## src/rtl/ripple_pkg.sv

```systemverilog
// Shared types, constants and pattern helpers for the ripple monitor.
package ripple_pkg;

  typedef enum logic [1:0] {
    SEARCH = 2'd0,
    ACQ    = 2'd1,
    TRACK  = 2'd2,
    LOCK   = 2'd3
  } state_t;

  localparam int   GOOD_TO_LOCK = 3;
  localparam logic DIR_UP       = 1'b1;

  function automatic logic [2:0] onehot_idx(input logic [7:0] pat);
    logic [2:0] idx;
    idx = 3'd0;
    for (int i = 0; i < 8; i++) begin
      if (pat[i]) begin
        idx = i[2:0];
      end else begin
        idx = idx;
      end
    end
    return idx;
  endfunction

  function automatic logic is_onehot(input logic [7:0] pat);
    return (pat != 8'd0) && ((pat & (pat - 8'd1)) == 8'd0);
  endfunction

endpackage

```

## src/rtl/ripple_dwell_cnt.sv

```systemverilog
// Saturating dwell counter; value is cycles since the last clear, minus one.
module ripple_dwell_cnt #(
  parameter int SHIFT_TIME = 50000000,
  parameter int TOL        = 16,
  parameter int CNT_W      = 26
) (
  input  logic clk,
  input  logic rst_n,
  input  logic clr,
  output logic in_window,
  output logic timeout
);

  // Counter holds (dwell - 1), so the window bounds are shifted down by one.
  localparam logic [CNT_W-1:0] LO      = CNT_W'(SHIFT_TIME - TOL);
  localparam logic [CNT_W-1:0] HI      = CNT_W'(SHIFT_TIME + TOL);
  localparam logic [CNT_W-1:0] CNT_MAX = {CNT_W{1'b1}};
  localparam logic [CNT_W-1:0] ONE     = CNT_W'(1);

  logic [CNT_W-1:0] cnt;

  // Clear on request, otherwise count up and stick at all-ones
  always_ff @(posedge clk or negedge rst_n) begin
    if (!rst_n) begin
      cnt <= {CNT_W{1'b0}};
    end else if (clr) begin
      cnt <= {CNT_W{1'b0}};
    end else if (cnt != CNT_MAX) begin
      cnt <= cnt + ONE;
    end else begin
      cnt <= cnt;
    end
  end

  assign in_window = (cnt >= LO) && (cnt <= HI);
  assign timeout   = (cnt > HI);

endmodule

```

## src/rtl/ripple_monitor.sv

```systemverilog
// Receive-side checker for the one-hot LED ripple: decodes the lit position,
// learns the direction, checks step dwell and reports lock status and errors.
module ripple_monitor
  import ripple_pkg::*;
#(
  parameter int WIDTH      = 8,
  parameter int SHIFT_TIME = 50000000,
  parameter int TOL        = 16,
  parameter int CNT_W      = 26
) (
  input  logic             clk,
  input  logic             rst_n,
  input  logic [WIDTH-1:0] pat_in,
  output logic [2:0]       pos,
  output logic             pos_valid,
  output logic             dir,
  output logic             locked,
  output logic             err_onehot,
  output logic             err_step,
  output logic             err_timing
);

  localparam logic [1:0] LAST_GOOD = 2'(GOOD_TO_LOCK - 1);

  logic [WIDTH-1:0] pat_q, pat_prev;
  state_t           state, state_nxt;
  logic [2:0]       pos_nxt, idx;
  logic [1:0]       good, good_nxt;
  logic             dir_nxt, step, oh, up, dn, dwell_clr, in_window, timeout;
  logic             eo_nxt, es_nxt, et_nxt;

  // Input sample and one-cycle history
  always_ff @(posedge clk or negedge rst_n) begin
    if (!rst_n) begin
      pat_q    <= {WIDTH{1'b0}};
      pat_prev <= {WIDTH{1'b0}};
    end else begin
      pat_q    <= pat_in;
      pat_prev <= pat_q;
    end
  end

  assign step      = (pat_q != pat_prev);
  assign oh        = is_onehot(pat_q);
  assign idx       = onehot_idx(pat_q);
  assign up        = (idx == pos + 3'd1);
  assign dn        = (idx == pos - 3'd1);
  assign dwell_clr = step | ((state == SEARCH) & oh);

  ripple_dwell_cnt #(
    .SHIFT_TIME(SHIFT_TIME),
    .TOL       (TOL),
    .CNT_W     (CNT_W)
  ) u_dwell (
    .clk      (clk),
    .rst_n    (rst_n),
    .clr      (dwell_clr),
    .in_window(in_window),
    .timeout  (timeout)
  );

  // Next-state and error decision; one-hot beats step beats timing
  always_comb begin
    state_nxt = state;
    pos_nxt   = pos;
    dir_nxt   = dir;
    good_nxt  = good;
    eo_nxt    = 1'b0;
    es_nxt    = 1'b0;
    et_nxt    = 1'b0;
    case (state)
      SEARCH: begin
        if (oh) begin
          pos_nxt   = idx;
          state_nxt = ACQ;
        end else begin
          state_nxt = SEARCH;
        end
      end
      ACQ: begin
        if (!oh) begin
          eo_nxt = 1'b1;
        end else if (step) begin
          if (up || dn) begin
            dir_nxt   = up ? DIR_UP : ~DIR_UP;
            pos_nxt   = idx;
            good_nxt  = 2'd0;
            state_nxt = TRACK;
          end else begin
            es_nxt = 1'b1;
          end
        end else begin
          state_nxt = ACQ;
        end
      end
      TRACK, LOCK: begin
        if (!oh) begin
          eo_nxt = 1'b1;
        end else if (step) begin
          if ((dir == DIR_UP) ? !up : !dn) begin
            es_nxt = 1'b1;
          end else if (!in_window) begin
            et_nxt = 1'b1;
          end else begin
            pos_nxt = idx;
            if (state == TRACK) begin
              good_nxt = good + 2'd1;
              if (good == LAST_GOOD) begin
                state_nxt = LOCK;
              end else begin
                state_nxt = TRACK;
              end
            end else begin
              state_nxt = LOCK;
            end
          end
        end else if (timeout) begin
          et_nxt = 1'b1;
        end else begin
          state_nxt = state;
        end
      end
      default: begin
        state_nxt = SEARCH;
      end
    endcase
    if (eo_nxt || es_nxt || et_nxt) begin
      state_nxt = SEARCH;
      dir_nxt   = 1'b0;
      good_nxt  = 2'd0;
    end else begin
      state_nxt = state_nxt;
    end
  end

  // State and registered outputs
  always_ff @(posedge clk or negedge rst_n) begin
    if (!rst_n) begin
      state      <= SEARCH;
      pos        <= 3'd0;
      dir        <= 1'b0;
      good       <= 2'd0;
      pos_valid  <= 1'b0;
      locked     <= 1'b0;
      err_onehot <= 1'b0;
      err_step   <= 1'b0;
      err_timing <= 1'b0;
    end else begin
      state      <= state_nxt;
      pos        <= pos_nxt;
      dir        <= dir_nxt;
      good       <= good_nxt;
      pos_valid  <= (state_nxt != SEARCH);
      locked     <= (state_nxt == LOCK);
      err_onehot <= eo_nxt;
      err_step   <= es_nxt;
      err_timing <= et_nxt;
    end
  end

endmodule

```

## config.mk

```make
export PLATFORM = sky130hd
export DESIGN_NAME = ripple_monitor
export DESIGN_NICKNAME = d
export VERILOG_FILES = /design/src/rtl/ripple_pkg.sv /design/src/rtl/ripple_dwell_cnt.sv /design/src/rtl/ripple_monitor.sv
export SDC_FILE = /design/constraint.sdc
export NUM_CORES = 1
export LEC_CHECK = 0
export CORE_MARGIN = 8
export CORE_UTILIZATION = 55
export DETAILED_ROUTE_END_ITERATION = 8
export PLACE_DENSITY = 0.74
export SKIP_CTS_REPAIR_TIMING = 1
export SKIP_LAST_GASP = 1
export SYNTH_ARGS = -nofsm -noshare
export SYNTH_HDL_FRONTEND = slang
export SYNTH_HIERARCHICAL = 1
export SYNTH_SLANG_ARGS = --single-unit
```

## constraint.sdc

```tcl
create_clock -name clk -period 3.2 [get_ports clk]
set_input_delay 0.8 -clock clk [delete_from_list [all_inputs] [get_ports clk]]
set_output_delay 0.8 -clock clk [all_outputs]
set_load 0.005 [all_outputs]
```

## Word-level counts from Yosys, hierarchy flattened

Index checks and enable logic that the tools add are counted.

| storage, ports and cells | value |
|---|---|
| output and inout bits | 9 |
| register bits after elaboration | 55 |
| input port bits | 10 |

| operators by class | value |
|---|---|
| bitwise gates (word level) | 3 |
| muxes and demuxes | 62 |
| $lt $le $gt $ge | 3 |
| reduce and logical (&&, ||, !) cells | 22 |
| equal/unequal tests | 25 |
| $add $sub $neg | 5 |

Operator list:

| kind | number |
|---|---|
| $mux W26 | 2 |
| $mux W2 | 20 |
| $mux W3 | 12 |
| $add A26 B1 Y26 const B | 1 |
| $ge A26 B26 Y1 const B | 1 |
| $gt A26 B26 Y1 const B | 1 |
| $le A26 B26 Y1 const B | 1 |
| $ne A26 B26 Y1 const B | 1 |
| $mux W1 | 24 |
| $ne A3 B3 Y1 const B | 8 |
| $ne A2 B2 Y1 const B | 8 |
| $reduce_bool A2 Y1 | 6 |
| $pmux W3 S3 | 1 |
| $reduce_and A9 Y1 | 1 |
| $and A8 B8 Y8 | 1 |
| $eq A2 B2 Y1 const B | 4 |
| $logic_not A8 Y1 | 1 |
| $ne A8 B8 Y1 | 1 |
| $reduce_and A8 Y1 | 1 |
| $reduce_bool A8 Y1 | 1 |
| $sub A8 B1 Y8 const B | 1 |
| $eq A3 B3 Y1 | 2 |
| $pmux W2 S3 | 1 |
| $pmux W2 S2 | 1 |
| 15 further kinds | 19 |

## Longest topological paths before layout

| depth | value |
|---|---|
| word-level depth | 18 |
| depth in mapped cells | 10 |

## Cells and area by module

Netlist, hierarchy kept.

Modules (own cells, without submodules):

| module | instances | seq. area each (um^2) | cells each | area each (um^2) |
|---|---|---|---|---|
| ripple_dwell_cnt | 1 | 650.6 | 183 | 1700.4 |
| ripple_monitor | 1 | 725.7 | 144 | 1584.0 |

## Worst setup path after synthesis

OpenSTA, ideal clock, no wires.

| timing | value |
|---|---|
| path kind | reg2reg |
| start point | reg pat_q[6] |
| end point | reg u_dwell.cnt[0] |
| slack | 0.621 ns |
| data arrival time | 2.447 ns |
| library setup time | 0.132 ns |
| stages on the path, launching flop included | 10 |
| data required time | 3.068 ns |
| period minus slack after synthesis | 2.579 ns |
| cells stage by stage | dfrtp_1 buf_4 or4_1 a211oi_1 nor2_1 or3_1 nand2_1 clkbuf_1 clkbuf_1 nor2_1 |

| on the way | value |
|---|---|
| cells in the longest elaborated chain, start to end | 7 |
| elaborated cells between the ends (all ways) | 10 |

RTL lines:

| element | line | source |
|---|---|---|
| start: declaration | ripple_monitor.sv:25 | `logic [WIDTH-1:0] pat_q, pat_prev;` |
| start signal: assignment | ripple_monitor.sv:35 | `pat_q <= {WIDTH{1'b0}};` |
| start signal: assignment | ripple_monitor.sv:38 | `pat_q <= pat_in;` |
| $sub A8 B1 Y8 | ripple_pkg.sv:28 | `return (pat != 8'd0) && ((pat & (pat - 8'd1)) == 8'd0);` |
| $and A8 B8 Y8 | ripple_pkg.sv:28 |  |
| $logic_not A8 Y1 | ripple_pkg.sv:28 |  |
| $logic_and A1 B1 Y1 | ripple_pkg.sv:28 |  |
| $and A1 B1 Y1 | ripple_monitor.sv:48 | `assign dwell_clr = step \| ((state == SEARCH) & oh);` |
| $or A1 B1 Y1 (*) | ripple_monitor.sv:48 |  |
| named net dwell_clr | ripple_monitor.sv:29 | `logic dir_nxt, step, oh, up, dn, dwell_clr, in_window, timeout;` |
| $mux W26 or $reduce_bool A2 Y1 (tied branches) | -- |  |
| end signal: assignment | ripple_dwell_cnt.sv:25 | `cnt <= {CNT_W{1'b0}};` |
| end signal: assignment | ripple_dwell_cnt.sv:27 | `cnt <= {CNT_W{1'b0}};` |
| end signal: assignment | ripple_dwell_cnt.sv:29 | `cnt <= cnt + ONE;` |
| end: declaration | ripple_dwell_cnt.sv:20 | `logic [CNT_W-1:0] cnt;` |

Mark *: on every way through the listed nets, which the timed path passes. The rest lies on a longest branch.
A chain may end at the register's enable or synchronous reset.

## Final worst setup path

| timing | value |
|---|---|
| start point | reg pat_q[3] |
| end point | reg u_dwell.cnt[25] |

Same word-level chain as after synthesis.

==> results.cfg <==
[layout]
num-nets-final = 354
drive_gt1_share_pct = 10.88
postLayoutCellArea_mm2 = 0.003572
commonest_non_fill_non_tap_cell_in_the_layout = sky130_fd_sc_hd__dfrtp_1
area_of_the_multi_input_gates_mm2 = 0.001737
final_cell_mix = sky130_fd_sc_hd__dfrtp_1 (55), sky130_fd_sc_hd__nor2_1 (35), sky130_fd_sc_hd__xnor2_1 (28)
areaGrowthSynthToFinish_pct = 8.762
final.fill_count = 505
seqCellArea_mm2 = 0.001376
antenna-diode-count = 0

[synth]
synth-edff-count = 0
syn_nets = 342
syn_area_per_cell_um2 = 10.04
yosys_warnings = 6
sequential_to_total_area_share_from_yosys_stat_pct = 41.90
ys_seq_elements = 55
synthesis.instances = 327
synth_top_cells_by_area = sky130_fd_sc_hd__dfrtp_1 (42%), sky130_fd_sc_hd__xnor2_1 (7.5%), sky130_fd_sc_hd__nor2_1 (4.0%)
synth.cell_area_mm2 = 0.003284
ys_types = 67
ys_dominant_reg_cell = sky130_fd_sc_hd__dfrtp_1
yosys.area.top_type = sky130_fd_sc_hd__dfrtp_1
area_share_of_the_leading_cell_type_in_the_synthesized_netlist_pct = 41.90
post_synthesis_async_set_or_reset_flop_share_pct = 100.0

[floorplan]
die_w_um = 93.28
io_pins = 19
die-area_mm2 = 0.008700
die_h_um = 93.28
core_area_mm2 = 0.005851
initial_utilization_pct = 56.14
core.rowCount = 28

[placed_design]
buffer_ports.inserted = 18
routabilityCongestion = 0.8541
detailedPlace.worstSlack_ns = 0.3046
detailed_place.area_mm2 = 0.003472
dp.final_hpwl_um = 4701

[setup_path]
crit-reg2reg-capture = u_dwell/cnt[25]$_DFFE_PN0P_
worstPathRequired_ns = 3.37
timing.critical_path.from = pat_q[3]$_DFF_PN0_
critPathKind = flip-flop to flip-flop
crit_path_max_fanout = 11
crit_chain = nor4_1, o211ai_1, a211oi_1, nor2_1, or3_1, nand2_1, buf_4, o21bai_1, a31oi_1
register_to_register_path_setup_slack_ns = 0.29
r2r_start = pat_q[3]$_DFF_PN0_
timing.critical_path.slowest_stage_cell = sky130_fd_sc_hd__nor4_1
crit_path_end = u_dwell/cnt[25]$_DFFE_PN0P_
ff2ff_path_depth = 9
crit_arrival_ns = 3.08
cp_slowest_stage_delay_ns = 0.52
worstSetupEndpointType = flip-flop
worstSetupStartpointType = flip-flop

[cts]
clk_root_buffer_cell = sky130_fd_sc_hd__clkbuf_8
clkLatencyLatePin_ns = 0.30
clockBufferDepth = 2
cts.sinks = 55
tritoncts = done
clk_transition_reported_paths_ns = 0.10
ctsHtreeMaxLevel = 2
cts_buffers = 5

[routing]
route.detailed.wl_per_inst_um = 15.43
antenna_left = 0
route.detailed.drc = 0
firstDrtPassIters = 4
routed-via-count = 2393
route.detailed.vias_per_inst = 5.766
routed_wl_um = 6405
dr.first_iter.drc_count = 106

[sta]
timing.fmax_mhz = 343.7
finalWorstSetupSlack_ns = 0.2901
maxSlewViolCount = 0
slew_headroom_pct = 54.58
rsz0062_at_grt = no
tns_ns = 0
finClkSkew_ns = 0.01020
finalCritPeriodShare_pct = 90.93
period_minus_slack_ns = 2.910
tightest_slew_ns = 0.6814
setup_viol = 0
final_hold_violation_count = 0

[status]
result_of_the_run = complete, no violations

[grt]
global_route_wire_length_before_repair_um = 11100
grt_max_degree = 56
overflow = 0
vias_in_the_first_global_route = 2358
antenna_found_initial = 0
grt_usage_pct = 15.55

[job]
drv_cap = 0

[power]
total_power_w = 0.001727
power.leakage_nw = 1.403
p_per_area_mw_per_mm2 = 483.5
vdd.ir_drop.worst_mv = 0.3967

[worst_hold_path]
worstHoldPathType = flip-flop to flip-flop
==> per-stage QoR <==
step | instances | hold slack (ns) | utilization (%)
4_1_cts | 415 | 0.4893 | 61.06
2_1_floorplan | 327 | 0.3487 | -
6_report | 415 | 0.4815 | 61.06
3_5_place_dp | 407 | 0.4680 | 59.35
3_3_place_gp | 407 | 0.4676 | 59.35
5_1_grt | 415 | 0.5065 | 61.06
==> sequential cells by signal, indices dropped and copies added (netlist names) <==
name / cells
err_onehot: 1
pat_prev: 8
err_step: 1
locked: 1
good: 2
pat_q: 8
dir: 1
state: 2
pos_valid: 1
u_dwell/cnt: 26
pos: 3
err_timing: 1
==> synth_stat cells, types with 4 or more instances <==
cell type                  number
sky130_fd_sc_hd__nor3b_1        4
sky130_fd_sc_hd__xnor2_1       28
sky130_fd_sc_hd__a21oi_2        6
sky130_fd_sc_hd__inv_1         16
sky130_fd_sc_hd__a21oi_1       12
sky130_fd_sc_hd__buf_6          4
sky130_fd_sc_hd__clkbuf_1       7
sky130_fd_sc_hd__nand2b_1       4
sky130_fd_sc_hd__dfrtp_1       55
sky130_fd_sc_hd__a211oi_1       4
sky130_fd_sc_hd__o21ai_0        5
sky130_fd_sc_hd__ha_1           5
sky130_fd_sc_hd__nand2_1       20
sky130_fd_sc_hd__nand4_1       10
sky130_fd_sc_hd__and4_1         5
sky130_fd_sc_hd__nor3_1        10
sky130_fd_sc_hd__nand3_1       11
sky130_fd_sc_hd__and2_1         5
sky130_fd_sc_hd__nor4_1         5
sky130_fd_sc_hd__nor2_1        35
sky130_fd_sc_hd__buf_4          4
==> worst min-delay path by stage <==
stage	from	endpoint	slack, ns	depth (start not counted)
2_1_floorplan	pat_q[7]$_DFF_PN0_	pat_prev[7]$_DFF_PN0_	0.35	0
3_3_place_gp	pat_q[0]$_DFF_PN0_	pat_prev[0]$_DFF_PN0_	0.47	0
3_5_place_dp	pat_q[0]$_DFF_PN0_	pat_prev[0]$_DFF_PN0_	0.47	0
4_1_cts	pat_q[0]$_DFF_PN0_	pat_prev[0]$_DFF_PN0_	0.49	0
5_1_grt	pat_q[0]$_DFF_PN0_	pat_prev[0]$_DFF_PN0_	0.51	0
6_report	pat_q[0]$_DFF_PN0_	pat_prev[0]$_DFF_PN0_	0.48	0
==> critical path, delay by kind of cell (launching register included) <==
| kind | cells | cell delay, ns |
|---|---|---|
| buffers and inverters | 1 | 0.24 |
| flip-flops | 1 | 0.47 |
| AND/OR/NAND/NOR | 4 | 1.32 |
| AO/OA/AOI/OAI | 4 | 0.74 |
==> final cells by class <==
cell class,count,share of cell area (%)
repair buffers,22,5.744
flip-flops and latches,55,38.53
inverters,16,1.681
multi-input cells,239,48.62
well taps,75,2.627
clock buffers,8,2.802
==> layer usage <==
layer | vias to the layer above | GRT usage [%] | wire length, um
met4 | 0 | 6.040 | 113
met3 | 13 | 2.804 | 207
met2 | 33 | 26.20 | 3112
met1 | 1148 | 19.25 | 2971
li1 | 1199 | - | -
met5 | - | 0 | 0
==> report_power, final <==
part           total, W  switching (W)  internal, W
clock          0.000411       0.000213     0.000198
combinational  0.000522       0.000258     0.000264
sequential     0.000794      0.0000543     0.000740
==> kinds of logic (layout without fill, tap and decap cells) <==
group	after synthesis	in the layout	share of synthesized area, %
muxes	6	6	2.057
xor gates and xnor gates	33	33	9.638
adders and majority gates	6	6	2.210
DFF	55	55	41.90
buffers and inverters	33	46	5.219
and+or+nand+nor	128	128	22.40
AOI/OAI and AO/OA	66	66	16.57
Note: power is estimated with default switching activity, not from simulation.
